--- src/rtl/fpu_addsub_sched.sv ---
// -----------------------------------------------------------------------------
// fpu_addsub_sched
//
// Shares one fixed-latency FP32 add/sub datapath between two requesters.
// Requests are arbitrated round-robin and at most one operation is issued per
// cycle. A shadow pipeline of {valid, src, tag} runs alongside the datapath so
// that each result on dp_R can be tagged with its origin when it emerges.
// Results are collected in a response FIFO. Issue is credit-limited so the FIFO
// can never overflow, because the datapath itself cannot be stalled.
//
// Ports
//   clk, arst_n                 clock (rising edge), async active-low reset
//   reqN_valid / reqN_ready     issue handshake for requester N (N = 0, 1)
//   reqN_a, reqN_b, reqN_op     FP32 operands and operation (0 = add, 1 = sub)
//   reqN_tag                    requester tag, returned with the result
//   dp_valid, dp_a, dp_b, dp_op operation issued to the datapath this cycle
//   dp_R                        datapath result, LAT edges after issue
//   rsp_valid / rsp_ready       response handshake (FIFO head)
//   rsp_R, rsp_src, rsp_tag     result, originating requester and tag
// -----------------------------------------------------------------------------
module fpu_addsub_sched #(
   parameter int LAT        = 4,
   parameter int FIFO_DEPTH = 4,
   parameter int TAG_W      = 2
) (
   input  logic             clk,
   input  logic             arst_n,
   input  logic             req0_valid,
   output logic             req0_ready,
   input  logic [31:0]      req0_a,
   input  logic [31:0]      req0_b,
   input  logic             req0_op,
   input  logic [TAG_W-1:0] req0_tag,
   input  logic             req1_valid,
   output logic             req1_ready,
   input  logic [31:0]      req1_a,
   input  logic [31:0]      req1_b,
   input  logic             req1_op,
   input  logic [TAG_W-1:0] req1_tag,
   output logic             dp_valid,
   output logic [31:0]      dp_a,
   output logic [31:0]      dp_b,
   output logic             dp_op,
   input  logic [31:0]      dp_R,
   output logic             rsp_valid,
   input  logic             rsp_ready,
   output logic [31:0]      rsp_R,
   output logic             rsp_src,
   output logic [TAG_W-1:0] rsp_tag
);

   localparam int DATA_W = 32;
   localparam int PTR_W  = (FIFO_DEPTH > 1) ? $clog2(FIFO_DEPTH) : 1;
   localparam int CNT_W  = $clog2(FIFO_DEPTH + 1);
   localparam logic [CNT_W-1:0] DEPTH_CNT = CNT_W'(FIFO_DEPTH);
   localparam logic [CNT_W:0]   DEPTH_SUM = (CNT_W + 1)'(FIFO_DEPTH);

   logic             last_grant;
   logic             gnt_src;
   logic             any_req;
   logic             can_issue;
   logic             issue;
   logic [TAG_W-1:0] iss_tag;

   logic [CNT_W-1:0] inflight;
   logic [CNT_W-1:0] fifo_count;
   logic [CNT_W:0]   credit_used;

   logic             push;
   logic             pop;
   logic [PTR_W-1:0] wr_ptr;
   logic [PTR_W-1:0] rd_ptr;

   // Shadow pipeline, index i holds datapath stage i+1.
   logic             sh_vld_p [LAT];
   logic             sh_src_p [LAT];
   logic [TAG_W-1:0] sh_tag_p [LAT];

   logic [DATA_W-1:0] mem_r   [FIFO_DEPTH];
   logic              mem_src [FIFO_DEPTH];
   logic [TAG_W-1:0]  mem_tag [FIFO_DEPTH];

   // ---- issue stage: credit check and round-robin arbitration ----
   // Credit uses registered counts only, so a pop frees its slot one cycle later.
   assign credit_used = {1'b0, inflight} + {1'b0, fifo_count};
   assign can_issue   = (credit_used < DEPTH_SUM);

   always_comb begin
      gnt_src = 1'b0;
      if (req0_valid && req1_valid) begin
         gnt_src = ~last_grant;
      end else if (req1_valid) begin
         gnt_src = 1'b1;
      end
   end

   assign any_req    = req0_valid | req1_valid;
   // Outputs are forced low while reset is asserted.
   assign issue      = arst_n & can_issue & any_req;
   assign req0_ready = issue & ~gnt_src;
   assign req1_ready = issue & gnt_src;
   assign dp_valid   = issue;
   assign iss_tag    = gnt_src ? req1_tag : req0_tag;

   // Idle cycles present requester 0's operands.
   always_comb begin
      dp_a  = '0;
      dp_b  = '0;
      dp_op = 1'b0;
      if (arst_n) begin
         if (issue && gnt_src) begin
            dp_a  = req1_a;
            dp_b  = req1_b;
            dp_op = req1_op;
         end else begin
            dp_a  = req0_a;
            dp_b  = req0_b;
            dp_op = req0_op;
         end
      end
   end

   always_ff @(posedge clk or negedge arst_n) begin
      if (!arst_n) begin
         last_grant <= 1'b1;
      end else if (issue) begin
         last_grant <= gnt_src;
      end
   end

   // ---- shadow stages 1..LAT: track source/tag alongside the datapath ----
   always_ff @(posedge clk or negedge arst_n) begin
      if (!arst_n) begin
         for (int i = 0; i < LAT; i++) sh_vld_p[i] <= 1'b0;
      end else begin
         sh_vld_p[0] <= issue;
         for (int i = 1; i < LAT; i++) sh_vld_p[i] <= sh_vld_p[i-1];
      end
   end

   always_ff @(posedge clk) begin
      sh_src_p[0] <= gnt_src;
      sh_tag_p[0] <= iss_tag;
      for (int i = 1; i < LAT; i++) begin
         sh_src_p[i] <= sh_src_p[i-1];
         sh_tag_p[i] <= sh_tag_p[i-1];
      end
   end

   // The last shadow stage is valid exactly when dp_R carries a live result.
   assign push = sh_vld_p[LAT-1];

   always_ff @(posedge clk or negedge arst_n) begin
      if (!arst_n) begin
         inflight <= '0;
      end else if (issue && !push) begin
         inflight <= inflight + CNT_W'(1);
      end else if (!issue && push) begin
         inflight <= inflight - CNT_W'(1);
      end
   end

   // ---- response FIFO stage ----
   assign rsp_valid = (fifo_count != '0);
   assign pop       = rsp_valid & rsp_ready;

   always_ff @(posedge clk) begin
      if (push) begin
         mem_r[wr_ptr]   <= dp_R;
         mem_src[wr_ptr] <= sh_src_p[LAT-1];
         mem_tag[wr_ptr] <= sh_tag_p[LAT-1];
      end
   end

   // Depth is a power of two, so pointers wrap naturally.
   always_ff @(posedge clk or negedge arst_n) begin
      if (!arst_n) begin
         wr_ptr     <= '0;
         rd_ptr     <= '0;
         fifo_count <= '0;
      end else begin
         if (push) wr_ptr <= wr_ptr + PTR_W'(1);
         if (pop)  rd_ptr <= rd_ptr + PTR_W'(1);
         if (push && !pop) begin
            fifo_count <= fifo_count + CNT_W'(1);
         end else if (!push && pop) begin
            fifo_count <= fifo_count - CNT_W'(1);
         end
      end
   end

   // Head is shown only when valid so uninitialised storage never leaks out.
   assign rsp_R   = rsp_valid ? mem_r[rd_ptr]   : '0;
   assign rsp_src = rsp_valid ? mem_src[rd_ptr] : 1'b0;
   assign rsp_tag = rsp_valid ? mem_tag[rd_ptr] : '0;

   // Credit makes this unreachable; a hit means the credit logic is broken.
   push_into_full : assert property (@(posedge clk) disable iff (!arst_n)
                                     !(push && (fifo_count == DEPTH_CNT)));

endmodule
--- config.mk ---
export PLATFORM = sky130hd
export DESIGN_NAME = fpu_addsub_sched
export DESIGN_NICKNAME = d
export VERILOG_FILES = /design/src/rtl/fpu_addsub_sched.sv
export SDC_FILE = /design/constraint.sdc
export NUM_CORES = 1
export LEC_CHECK = 0
export CAP_MARGIN = 0
export CORE_MARGIN = 2
export CORE_UTILIZATION = 48
export CTS_CLUSTER_SIZE = 8
export DETAILED_ROUTE_END_ITERATION = 6
export GPL_TIMING_DRIVEN = 1
export HOLD_SLACK_MARGIN = 0.08
export PLACE_DENSITY = 0.93
export SETUP_SLACK_MARGIN = 0.02
export SYNTH_ARGS = -nofsm -noshare
export SYNTH_HDL_FRONTEND = slang
export SYNTH_SLANG_ARGS = --single-unit
--- constraint.sdc ---
create_clock -name clk -period 5.7 [get_ports clk]
set_input_delay 1.14 -clock clk [delete_from_list [all_inputs] [get_ports clk]]
set_output_delay 1.14 -clock clk [all_outputs]
set_load 0.02 [all_outputs]
== Word level (Yosys, flattened, before mapping) ==
Memories as Yosys holds them, arrays and structs flattened.
Cells that the tools add are included.
Widths: inputs -> output; s select.

* Mux-type cells: 18
* $lt $le $gt $ge: 1
* Bitwise operators: 8
* Reduce and logical (&&, ||, !) cells: 12
* Add/sub/neg operators: 7

{| class="wikitable"
|+ Operators by type and width
! cell !! number
|-
| $mux 32 || 5
|-
| $mux 3 || 4
|-
| $mux 1 || 7
|-
| $add 3x1->3 const B || 2
|-
| $logic_and 1x1->1 || 6
|-
| $sub 3x1->3 const B || 2
|-
| $and 1x1->1 || 5
|-
| $add 2x1->2 const B || 2
|-
| $add 3x3->4 || 1
|-
| $lt 4x3->1 const B || 1
|-
| $mux 2 || 2
|-
| $reduce_bool 2->1 || 2
|-
| $logic_not 1->1 || 3
|-
| $reduce_bool 3->1 || 1
|-
| $not 1->1 || 2
|-
| $or 1x1->1 || 1
|}

* Memory bits (writable): 152
* Bits of input ports: 171
* Flip-flop bits (word level): 15
* Output and inout port bits: 104
* Memories kept: 5
* Word-level logic and storage cells: 60

{| class="wikitable"
|+ Memory list
! memory !! words !! bits a word !! rd ports !! clocked after memory_dff !! wr ports !! line !! text
|-
| mem_r || 4 || 32 || 1 || 0 || 1 || 79 || <nowiki>logic [DATA_W-1:0] mem_r [FIFO_DEPTH];</nowiki>
|-
| mem_tag || 4 || 2 || 1 || 0 || 1 || 81 || <nowiki>logic [TAG_W-1:0] mem_tag [FIFO_DEPTH];</nowiki>
|-
| sh_tag_p || 4 || 2 || 4 || 0 || 4 || 77 || <nowiki>logic [TAG_W-1:0] sh_tag_p [LAT];</nowiki>
|-
| mem_src || 4 || 1 || 1 || 0 || 1 || 80 || <nowiki>logic mem_src [FIFO_DEPTH];</nowiki>
|-
| sh_src_p || 4 || 1 || 4 || 0 || 4 || 76 || <nowiki>logic sh_src_p [LAT];</nowiki>
|}

== Logic depth before layout (Yosys ltp) ==
Gate-level depths: netlist (run 1).

* Word-level depth: 8
* Mapped depth: 11
* Depth with buffers taken out: 10

== Worst setup path after synthesis (run 1) ==
Ideal clock, no wire load.

* Kind: input to output
* From: input port arst_n
* To: output port dp_a[12]
* Data required time: 4560 ps
* Stages on the path: 4
* Path buffers: 2
* Setup slack: 2338 ps
* Arrival time: 2222 ps
* Cell sequence: clkbuf_1 -> clkbuf_1 -> nand2_1 -> o21ai_0

* Longest elaborated chain between the ends: 5

{| class="wikitable"
|+ RTL lines
! item !! line !! text
|-
| from (decl) || 27 || <nowiki>input logic arst_n,</nowiki>
|-
| $and 1x1->1 (2 in series) || 99 || <nowiki>assign issue = arst_n & can_issue & any_req;</nowiki>
|-
| $logic_and 1x1->1 || 111 || <nowiki>if (issue && gnt_src) begin</nowiki>
|-
| $mux 32 || 111 ||
|-
| $mux 32 * || 110 || <nowiki>if (arst_n) begin</nowiki>
|-
| to (decl) || 41 || <nowiki>output logic [31:0] dp_a,</nowiki>
|}

Every way passes the cells marked *; elsewhere a longest branch is shown, timed or not.

== Final worst setup path (run 1) ==
* From: input port req1_valid
* To: output port dp_a[7]

* Longest elaborated chain between the ends: 5
* Elaborated cells on any way between the ends: 8
* Classes of those cells: 4 x mux; 2 x bitwise; 2 x reduce/logical

{| class="wikitable"
|+ RTL lines
! item !! line !! text
|-
| from (decl) || 34 || <nowiki>input logic req1_valid,</nowiki>
|-
| $or 1x1->1, or another cell as far along || 97 || <nowiki>assign any_req = req0_valid | req1_valid;</nowiki>
|-
| $and 1x1->1 or $mux 1 (tied branches) || 99, 90 ||
|-
| $logic_and 1x1->1 * || 111 ||
|-
| $mux 32 * || 111 ||
|-
| $mux 32 * || 110 ||
|}

Marks and branches as above.

==> results of run 1 <==
-- state kept, by name, indices dropped and copies added, names as in the netlist --
name,count
fifo_count,3
inflight,3
last_grant,1
mem_r,128
mem_src,4
mem_tag,8
push,1
rd_ptr,2
sh_src_p,4
sh_tag_p,8
sh_vld_p,3
wr_ptr,2
-- worst max-delay path, cell delays in order --
cell and delay (ns):
clkdlybuf4s50_1 0.52, a21boi_4 0.19, buf_4 0.56, nand4_1 0.16, o21ai_0 0.17, clkdlybuf4s50_1 0.68
-- layer usage --
layer / GRT usage, % / wire, um / vias up
li1: - / - / 2535
met1: 31.5 / 7980 / 2648
met2: 41.7 / 10500 / 296
met3: 8.23 / 1850 / 49
met4: 11.1 / 723 / 0
met5: 0 / 0 / -
-- path summary, 6_finish.rpt --
check                           endpoint  slack [ns]
max in group asynchronous      rd_ptr[1]        4.21
setup reg to reg             inflight[2]        2.44
hold / removal               sh_src_p[3]        0.33
min in group asynchronous  fifo_count[2]        0.92
setup / recovery                 dp_a[7]        1.11
hold reg to reg              sh_src_p[3]        0.33
-- metrics by stage --
| stage | instance area (um2) | setup slack [ns] |
|---|---|---|
| floorplan | 7430 | 2.34 |
| global placement | 10300 | 1.09 |
| detailed placement | 10300 | 1.13 |
| CTS | 10800 | 1.11 |
| global route | 10800 | 1.00 |
| finish | 10800 | 1.11 |
-- power breakdown --
group	internal [mW]	switching, mW	leakage, nW
clock	0.600	0.467	0.261
combinational	0.153	0.104	1.82
sequential	1.33	0.00277	1.55
total	2.08	0.574	3.63
-- logic make-up (layout without fill, tap and decap cells) --
kind of cell / after synthesis / after routing / synth area share (%)
other: 0 / 4 / 0
AND/OR/NAND/NOR: 182 / 182 / 13.1
AO/OA/AOI/OAI: 69 / 69 / 4.80
buffers and inverters: 52 / 319 / 3.10
adder cells (fa/ha/maj): 10 / 10 / 1.89
flip-flops: 167 / 167 / 64.9
multiplexers: 39 / 39 / 11.2
XOR/XNOR: 9 / 9 / 1.06
-- area by class of cell --
cell class,count,area [um2]
well taps,188,235
diodes,4,10.0
inverters,5,18.8
multi-input cells,309,2400
repair buffers,282,2800
clock inverters,15,130
fillers,962,4310
clock buffers,17,425
flip-flops and latches,167,4820
-- placed cells by master, fill, tap and decap left out, types with 2 or more instances in the layout --
master	count
clkdlybuf4s50_1	273
edfxtp_1	140
nand2_1	68
nand4_1	65
o21ai_1	39
mux4_2	35
and2_1	35
o21ai_0	27
clkbuf_16	17
dfrtp_1	12
dfxtp_1	12
ha_1	8
buf_4	8
inv_1	5
xor2_1	5
diode_2	4
nor2_1	4
mux2_2	4
and2_2	4
xnor2_1	4
clkinvlp_4	4
clkinv_4	4
fa_1	2
clkinv_2	2
clkinv_1	2
inv_6	2
dfrtp_2	2
==> metrics.yaml, run 1 <==
outcome:
  outcome: "complete, no violations"
clocking:
  htree_levels: 4
  cts_sinks: 167
  cts_resized: 0
  clock_latency_ns: 0.42
  root_buffer: "clkbuf_16"
  cts_tree: "done"
  cts_buffer_depth: 2
  cts_buffers: 17
  post_cts_buffers: 0
  hold_buffers: 0
  path_clk_slew_ns: 0.06
drt:
  dr.pass1.iters: 4
  routed_wl_um: 21000
  drt_iter0_markers: 415
  wl_per_cell_um: 21.3
  vias: 5528
  drc_errors: 0
  viasPerCell: 5.60
  final_antenna_net_count: 0
floorplanning:
  die_x_um: 128
  fp.dieH_um: 128
  core_area_um2: 15100
  fp-row-count: 45
  start_util_pct: 49.1
  ios: 275
  die_area_um2: 16500
sta:
  period_share_pct: 80.6
  tns_ns: 0
  setup_violations: 0
  skew_ns: 0.0114
  tightest_slew_ns: 0.954
  maxSlewViolCount: 0
  hold_viol_final: 0
  holdWs_ns: 0.329
  rsz0062_at_grt: "no"
  max_slew_margin_pct: 36.4
  period_minus_slack_ns: 4.59
  fmax_mhz: 218
worst_setup_path:
  crit_path_max_fanout: 69
  r2r_cells: 11
  worstSetupEndpointType: "output pin"
  start_kind: "input port"
  crit_start: "req1_valid"
  r2r_start: "fifo_count[2]"
  required_ns: 4.56
  worstPathArrival_ns: 3.45
  path_class: "input port to output pin"
final_layout:
  drive_gt1_share_pct: 11.2
  num-nets-final: 963
  area_growth_pct: 45.9
  final_cells: 987
  utilization_pct: 71.6
worst_hold_path:
  whs_path_depth: 0
  worstHoldStart: "sh_src_p[2]"
  holdCritPathClass: "flip-flop to flip-flop"
pwr:
  vdd_drop_max_v: 0.000209
  p_per_area_nw_per_um2: 245
  leakage_nw: 3.63
  power_mw: 2.66
global_route:
  first_global_vias: 5377
  grt_pass1_wl_um: 30900
  grt_max_degree: 81
  grt-ovfl-total: 0
  antenna_found_initial: 2
  grt_usage_pct: 25.5
yosys:
  synthTopCellsByCount: "edfxtp_1 (140), nand2_1 (68), nand4_1 (65), and2_1 (39), o21ai_1 (39)"
  synth.most_common_cell: "edfxtp_1"
  ys_async_sr_fraction_pct: 8.98
  synth_edf_count: 140
  synth_warnings: 0
  synthCells: 528
  synthTopCellsByArea: "edfxtp_1 (57%), mux4_2 (11%), nand4_1 (5.5%)"
  synth_area_um2: 7430
  yosysTopAreaCell: "edfxtp_1"
  yosysTopAreaCellShare_pct: 56.6
  yosysSeqAreaShare_pct: 64.9
  synth.avg_cell_area_um2: 14.1
  ys_types: 29
  ys_ff_latch: 167
  synth_fp_nets: 709
  synth_top_flop_cell: "edfxtp_1"
placed_design:
  placed_cells: 951
  portBuffers: 274
  detailed_place_hpwl_um: 14000
  place.gp.congestion: 0.920
run:
  cap_violations: 0
Power figures use the tool's default switching activity.
==> inputs of run 2 (changes only) <==
--- a/config.mk
+++ b/config.mk
@@ -7,12 +7,12 @@
 export LEC_CHECK = 0
 export CAP_MARGIN = 0
 export CORE_MARGIN = 2
-export CORE_UTILIZATION = 48
+export CORE_UTILIZATION = 45
 export CTS_CLUSTER_SIZE = 8
 export DETAILED_ROUTE_END_ITERATION = 6
 export GPL_TIMING_DRIVEN = 1
 export HOLD_SLACK_MARGIN = 0.08
-export PLACE_DENSITY = 0.93
+export PLACE_DENSITY = 0.88
 export SETUP_SLACK_MARGIN = 0.02
 export SYNTH_ARGS = -nofsm -noshare
 export SYNTH_HDL_FRONTEND = slang
==> constraint.sdc (replaced) <==
create_clock -name clk -period 4.3 [get_ports clk]
set_input_delay 0.86 -clock clk [delete_from_list [all_inputs] [get_ports clk]]
set_output_delay 0.86 -clock clk [all_outputs]
set_load 0.02 [all_outputs]
==> run 2 against run 1 <==
Compared with the run above: global-route usage shrank 1.9 points; power up 36%; final cell count up 2.7%; clock skew is 0.0015 ns higher; design area grew 1.1%; critical path depth unchanged; clock-buffer cell count unchanged; sequential share of layout area fell by 0.50 points.
==> metrics.yaml, run 2 (synthesis gave the netlist of run 1 again) <==
pwr:
  vdd_drop_max_v: 0.000267
  p_per_area_nw_per_um2: 330
  leakage_nw: 3.68
clocking:
  cts_tree: "done"
  path_clk_slew_ns: 0.07
  cts_buffer_depth: 2
  cts_buffers: 17
  hold_buffers: 0
  cts_sinks: 167
  htree_levels: 4
  root_buffer: "clkbuf_16"
  post_cts_buffers: 0
  clock_latency_ns: 0.43
  cts_resized: 0
sta:
  period_share_pct: 90.8
  skew_ns: 0.0129
  rsz0062_at_grt: "no"
  worst_slack_ns: 0.396
  tns_ns: 0
  tightest_slew_ns: 0.974
  maxSlewViolCount: 0
  fmax_mhz: 256
  setup_violations: 0
  max_slew_margin_pct: 35.1
  period_minus_slack_ns: 3.90
  hold_viol_final: 0
  holdWs_ns: 0.323
final_layout:
  area_growth_pct: 47.5
  fin_area_um2: 11000
  num-nets-final: 964
  final_cells: 1014
  largest_register_ffs: 128
  final_cell_mix: "clkdlybuf4s50_1 (273), edfxtp_1 (140), nand2_1 (68)"
  drive_gt1_share_pct: 11.3
  reg_top3: "mem_r x128, mem_tag x8, sh_tag_p x8"
  final_common_cell: "clkdlybuf4s50_1"
  top_register: "mem_r"
global_route:
  grt_pass1_wl_um: 31500
  grt_max_degree: 81
  grt_usage_pct: 23.7
  first_global_vias: 5649
  grt-ovfl-total: 0
  antenna_found_initial: 2
placed_design:
  detailed_place_hpwl_um: 14200
  dp_slack_ns: 0.435
  placed_cells: 980
  portBuffers: 274
  post_dp_cell_area_um2: 10400
  place.gp.congestion: 0.931
worst_setup_path:
  start_kind: "input port"
  path_class: "input port to output pin"
  worstSetupEndpointType: "output pin"
  crit_start: "req1_valid"
  crit_path_max_fanout: 53
  required_ns: 3.44
  worstPathArrival_ns: 3.04
  r2r_start: "inflight[1]"
worst_hold_path:
  holdCritPathClass: "flip-flop to flip-flop"
  worstHoldStart: "sh_src_p[2]"
floorplanning:
  core_area_um2: 16000
  start_util_pct: 46.4
  ios: 275
  die_area_um2: 17600
  fp.dieH_um: 133
  die_x_um: 133
  fp-row-count: 46
drt:
  dr.pass1.iters: 5
  final_antenna_net_count: 0
  wl_per_cell_um: 20.3
  vias: 5471
  routed_wl_um: 20600
  drc_errors: 0
  drt_iter0_markers: 413
  viasPerCell: 5.40
outcome:
  outcome: "complete, no violations"
run:
  cap_violations: 0
==> run 2: cell types whose count changed in the layout (fill, tap and decap cells not counted), moves of 2 or more <==
cell | previous run | this run
buf_4 | 8 | 5
inv_6 | 2 | 5
buf_12 | 0 | 4
diode_2 | 4 | 2
clkinvlp_4 | 4 | 1
inv_8 | 0 | 2
clkinv_4 | 4 | 2
==> run 2: layout make-up <==
type                       instances  area, um2
timing repair buffer             283       2860
fill                            1129       5040
tap                              216        270
inverter                           5       18.8
clock inverter                    15        165
antenna                            2       5.00
clock buffer                      17        425
multi-input combinational        309       2400
sequential                       167       4820
==> run 2: final timing paths <==
kind	endpoint	slack [ns]	cells past startpoint
worst max-delay path	dp_a[10]	0.40	6
worst min-delay path	sh_src_p[3]	0.32	0
worst max register to register	inflight[2]	1.35	11
worst min register to register	sh_src_p[3]	0.32	0
max in group asynchronous	rd_ptr[0]	3.07	2
min in group asynchronous	inflight[0]	0.65	2
==> run 2: worst max-delay path: stages <==
cell	delay, ns
clkdlybuf4s50_1	0.51
a21boi_4	0.21
buf_4	0.46
nand4_1	0.20
o21ai_0	0.12
clkdlybuf4s50_1	0.65
==> run 2: where the power goes <==
group	switching (mW)	total (mW)	leakage [nW]	internal, mW
registers	0.00300	1.76	1.55	1.76
logic	0.138	0.342	1.84	0.204
clock network	0.642	1.51	0.290	0.870
total	0.783	3.62	3.68	2.83
==> run 2: layer usage <==
metal | track usage (%) | part of all wire (%)
met2 | 39.2 | 49
met3 | 8.58 | 9.3
met4 | 9.98 | 3.3
met1 | 28.0 | 38
met5 | 0 | 0
==> run 2: through the flow <==
stage	total power, mW	utilization [%]
finish	3.62	68.5
global route	3.73	68.5
CTS	3.64	68.5
detailed placement	2.14	64.8
global placement	2.13	64.8
floorplan	1.89	-
==> inputs of run 3 (changes only) <==
--- a/config.mk
+++ b/config.mk
@@ -7,12 +7,12 @@
 export LEC_CHECK = 0
 export CAP_MARGIN = 0
 export CORE_MARGIN = 2
-export CORE_UTILIZATION = 45
+export CORE_UTILIZATION = 48
 export CTS_CLUSTER_SIZE = 8
 export DETAILED_ROUTE_END_ITERATION = 6
 export GPL_TIMING_DRIVEN = 1
 export HOLD_SLACK_MARGIN = 0.08
-export PLACE_DENSITY = 0.88
+export PLACE_DENSITY = 0.93
 export SETUP_SLACK_MARGIN = 0.02
 export SYNTH_ARGS = -nofsm -noshare
 export SYNTH_HDL_FRONTEND = slang
==> constraint.sdc (replaced) <==
create_clock -name clk -period 4.7 [get_ports clk]
set_input_delay 0.94 -clock clk [delete_from_list [all_inputs] [get_ports clk]]
set_output_delay 0.94 -clock clk [all_outputs]
set_load 0.02 [all_outputs]
==> run 3 against run 2 <==
Compared with the run above: combinational power decreased by 8.5%; global-route usage increased by 2.0 points; largest cell class unchanged; flip-flop and latch count unchanged; routed wire length increased by 0.98%; non-clock buffer count increased by 2; final cell count decreased by 2.6%; die area decreased by 6.1%; core utilization increased by 3.6 points; critical path type unchanged; power decreased by 9.0%.
==> metrics.yaml, run 3 (synthesis gave the netlist of run 1 again) <==
outcome:
  outcome: "complete, no violations"
worst_setup_path:
  required_ns: 3.76
  crit_path_max_fanout: 36
  path_class: "input port to output pin"
  r2r_start: "inflight[1]"
  crit_start: "req1_valid"
  worstSetupEndpointType: "output pin"
  worstPathArrival_ns: 3.29
  start_kind: "input port"
clocking:
  post_cts_buffers: 0
  cts_resized: 0
  cts_buffers: 17
  clock_latency_ns: 0.42
  cts_buffer_depth: 2
  htree_levels: 4
  cts_tree: "done"
  root_buffer: "clkbuf_16"
  hold_buffers: 0
  cts_sinks: 167
  path_clk_slew_ns: 0.06
sta:
  tightest_slew_ns: 0.954
  fmax_mhz: 237
  worst_slack_ns: 0.474
  max_slew_margin_pct: 36.4
  holdWs_ns: 0.329
  hold_viol_final: 0
  tns_ns: 0
  rsz0062_at_grt: "no"
  setup_violations: 0
  period_minus_slack_ns: 4.23
  maxSlewViolCount: 0
  period_share_pct: 89.9
  skew_ns: 0.0121
drt:
  viasPerCell: 5.60
  drt_iter0_markers: 470
  drc_errors: 0
  dr.pass1.iters: 4
  final_antenna_net_count: 0
  wl_per_cell_um: 21.1
  vias: 5528
  routed_wl_um: 20800
floorplanning:
  die_area_um2: 16500
  ios: 275
  die_x_um: 128
  core_area_um2: 15100
  start_util_pct: 49.1
  fp.dieH_um: 128
  fp-row-count: 45
final_layout:
  drive_gt1_share_pct: 11.3
  final_common_cell: "clkdlybuf4s50_1"
  final_cell_mix: "clkdlybuf4s50_1 (273), edfxtp_1 (140), nand2_1 (68)"
  largest_register_ffs: 128
  reg_top3: "mem_r x128, mem_tag x8, sh_tag_p x8"
  top_register: "mem_r"
  area_growth_pct: 46.9
  num-nets-final: 966
  utilization_pct: 72.1
placed_design:
  dp_slack_ns: 0.492
  place.gp.congestion: 0.939
  portBuffers: 274
  detailed_place_hpwl_um: 14300
global_route:
  first_global_vias: 5521
  grt_pass1_wl_um: 31000
  grt_usage_pct: 25.7
  grt-ovfl-total: 0
  antenna_found_initial: 2
  grt_max_degree: 81
pwr:
  leakage_nw: 3.66
  p_per_area_nw_per_um2: 302
  power_mw: 3.29
  vdd_drop_max_v: 0.000218
run:
  cap_violations: 0
worst_hold_path:
  holdCritPathClass: "flip-flop to flip-flop"
  worstHoldStart: "sh_src_p[2]"
-- run 3: cell count changes in the layout (fill, tap and decap cells not counted) --
| cell | change |
|---|---|
| dfrtp_1 | -1 |
| inv_8 | -2 |
| clkbuf_1 | +2 |
| bufinv_16 | +1 |
| clkinv_1 | +1 |
| buf_4 | +4 |
| inv_6 | -4 |
| buf_12 | -2 |
| dfrtp_2 | +1 |
| clkinv_4 | -1 |
| clkinvlp_4 | +3 |
-- run 3: worst paths after layout --
check / end / cells past startpoint / slack (ns)
max reg2reg: inflight[2] / 12 / 1.61
min: sh_src_p[3] / 0 / 0.33
min reg2reg: sh_src_p[3] / 0 / 0.33
max: dp_op / 6 / 0.47
min in group asynchronous: inflight[2] / 2 / 0.74
max in group asynchronous: rd_ptr[0] / 2 / 3.40
-- run 3: per-layer routing --
| layer | wire length (um) | part of all wire (%) | up-vias | global-route usage [%] |
|---|---|---|---|---|
| met2 | 10400 | 50 | 311 | 42.4 |
| met1 | 7830 | 38 | 2637 | 31.2 |
| met4 | 694 | 3.3 | 0 | 9.63 |
| li1 | - | - | 2540 | - |
| met3 | 1900 | 9.1 | 40 | 9.44 |
| met5 | 0 | 0 | - | 0 |
-- run 3: worst max-delay path, stage by stage --
cell and delay [ns]:
clkdlybuf4s50_1 0.50, a21boi_4 0.49, and3_2 0.27, buf_4 0.33
o21ai_0 0.17, clkdlybuf4s50_1 0.56
-- run 3: power breakdown --
| part | switching (mW) | internal (mW) | total, mW |
|---|---|---|---|
| combinational | 0.125 | 0.188 | 0.313 |
| sequential | 0.00307 | 1.61 | 1.61 |
| clock | 0.533 | 0.831 | 1.36 |
-- run 3: layout make-up --
cell class | instances | area (um2)
Sequential cell | 167 | 4820
Fill cell | 939 | 4230
Timing Repair Buffer | 285 | 2850
Multi-Input combinational cell | 309 | 2400
Clock buffer | 19 | 433
Tap cell | 188 | 235
Clock inverter | 13 | 155
Inverter | 5 | 18.8
Antenna cell | 2 | 5.00
-- run 3: per-stage QoR --
step / cells / instance area (um2)
2_1_floorplan: 528 / 7430
3_3_place_gp: 954 / 10300
3_5_place_dp: 954 / 10300
4_1_cts: 986 / 10900
5_1_grt: 988 / 10900
6_report: 988 / 10900
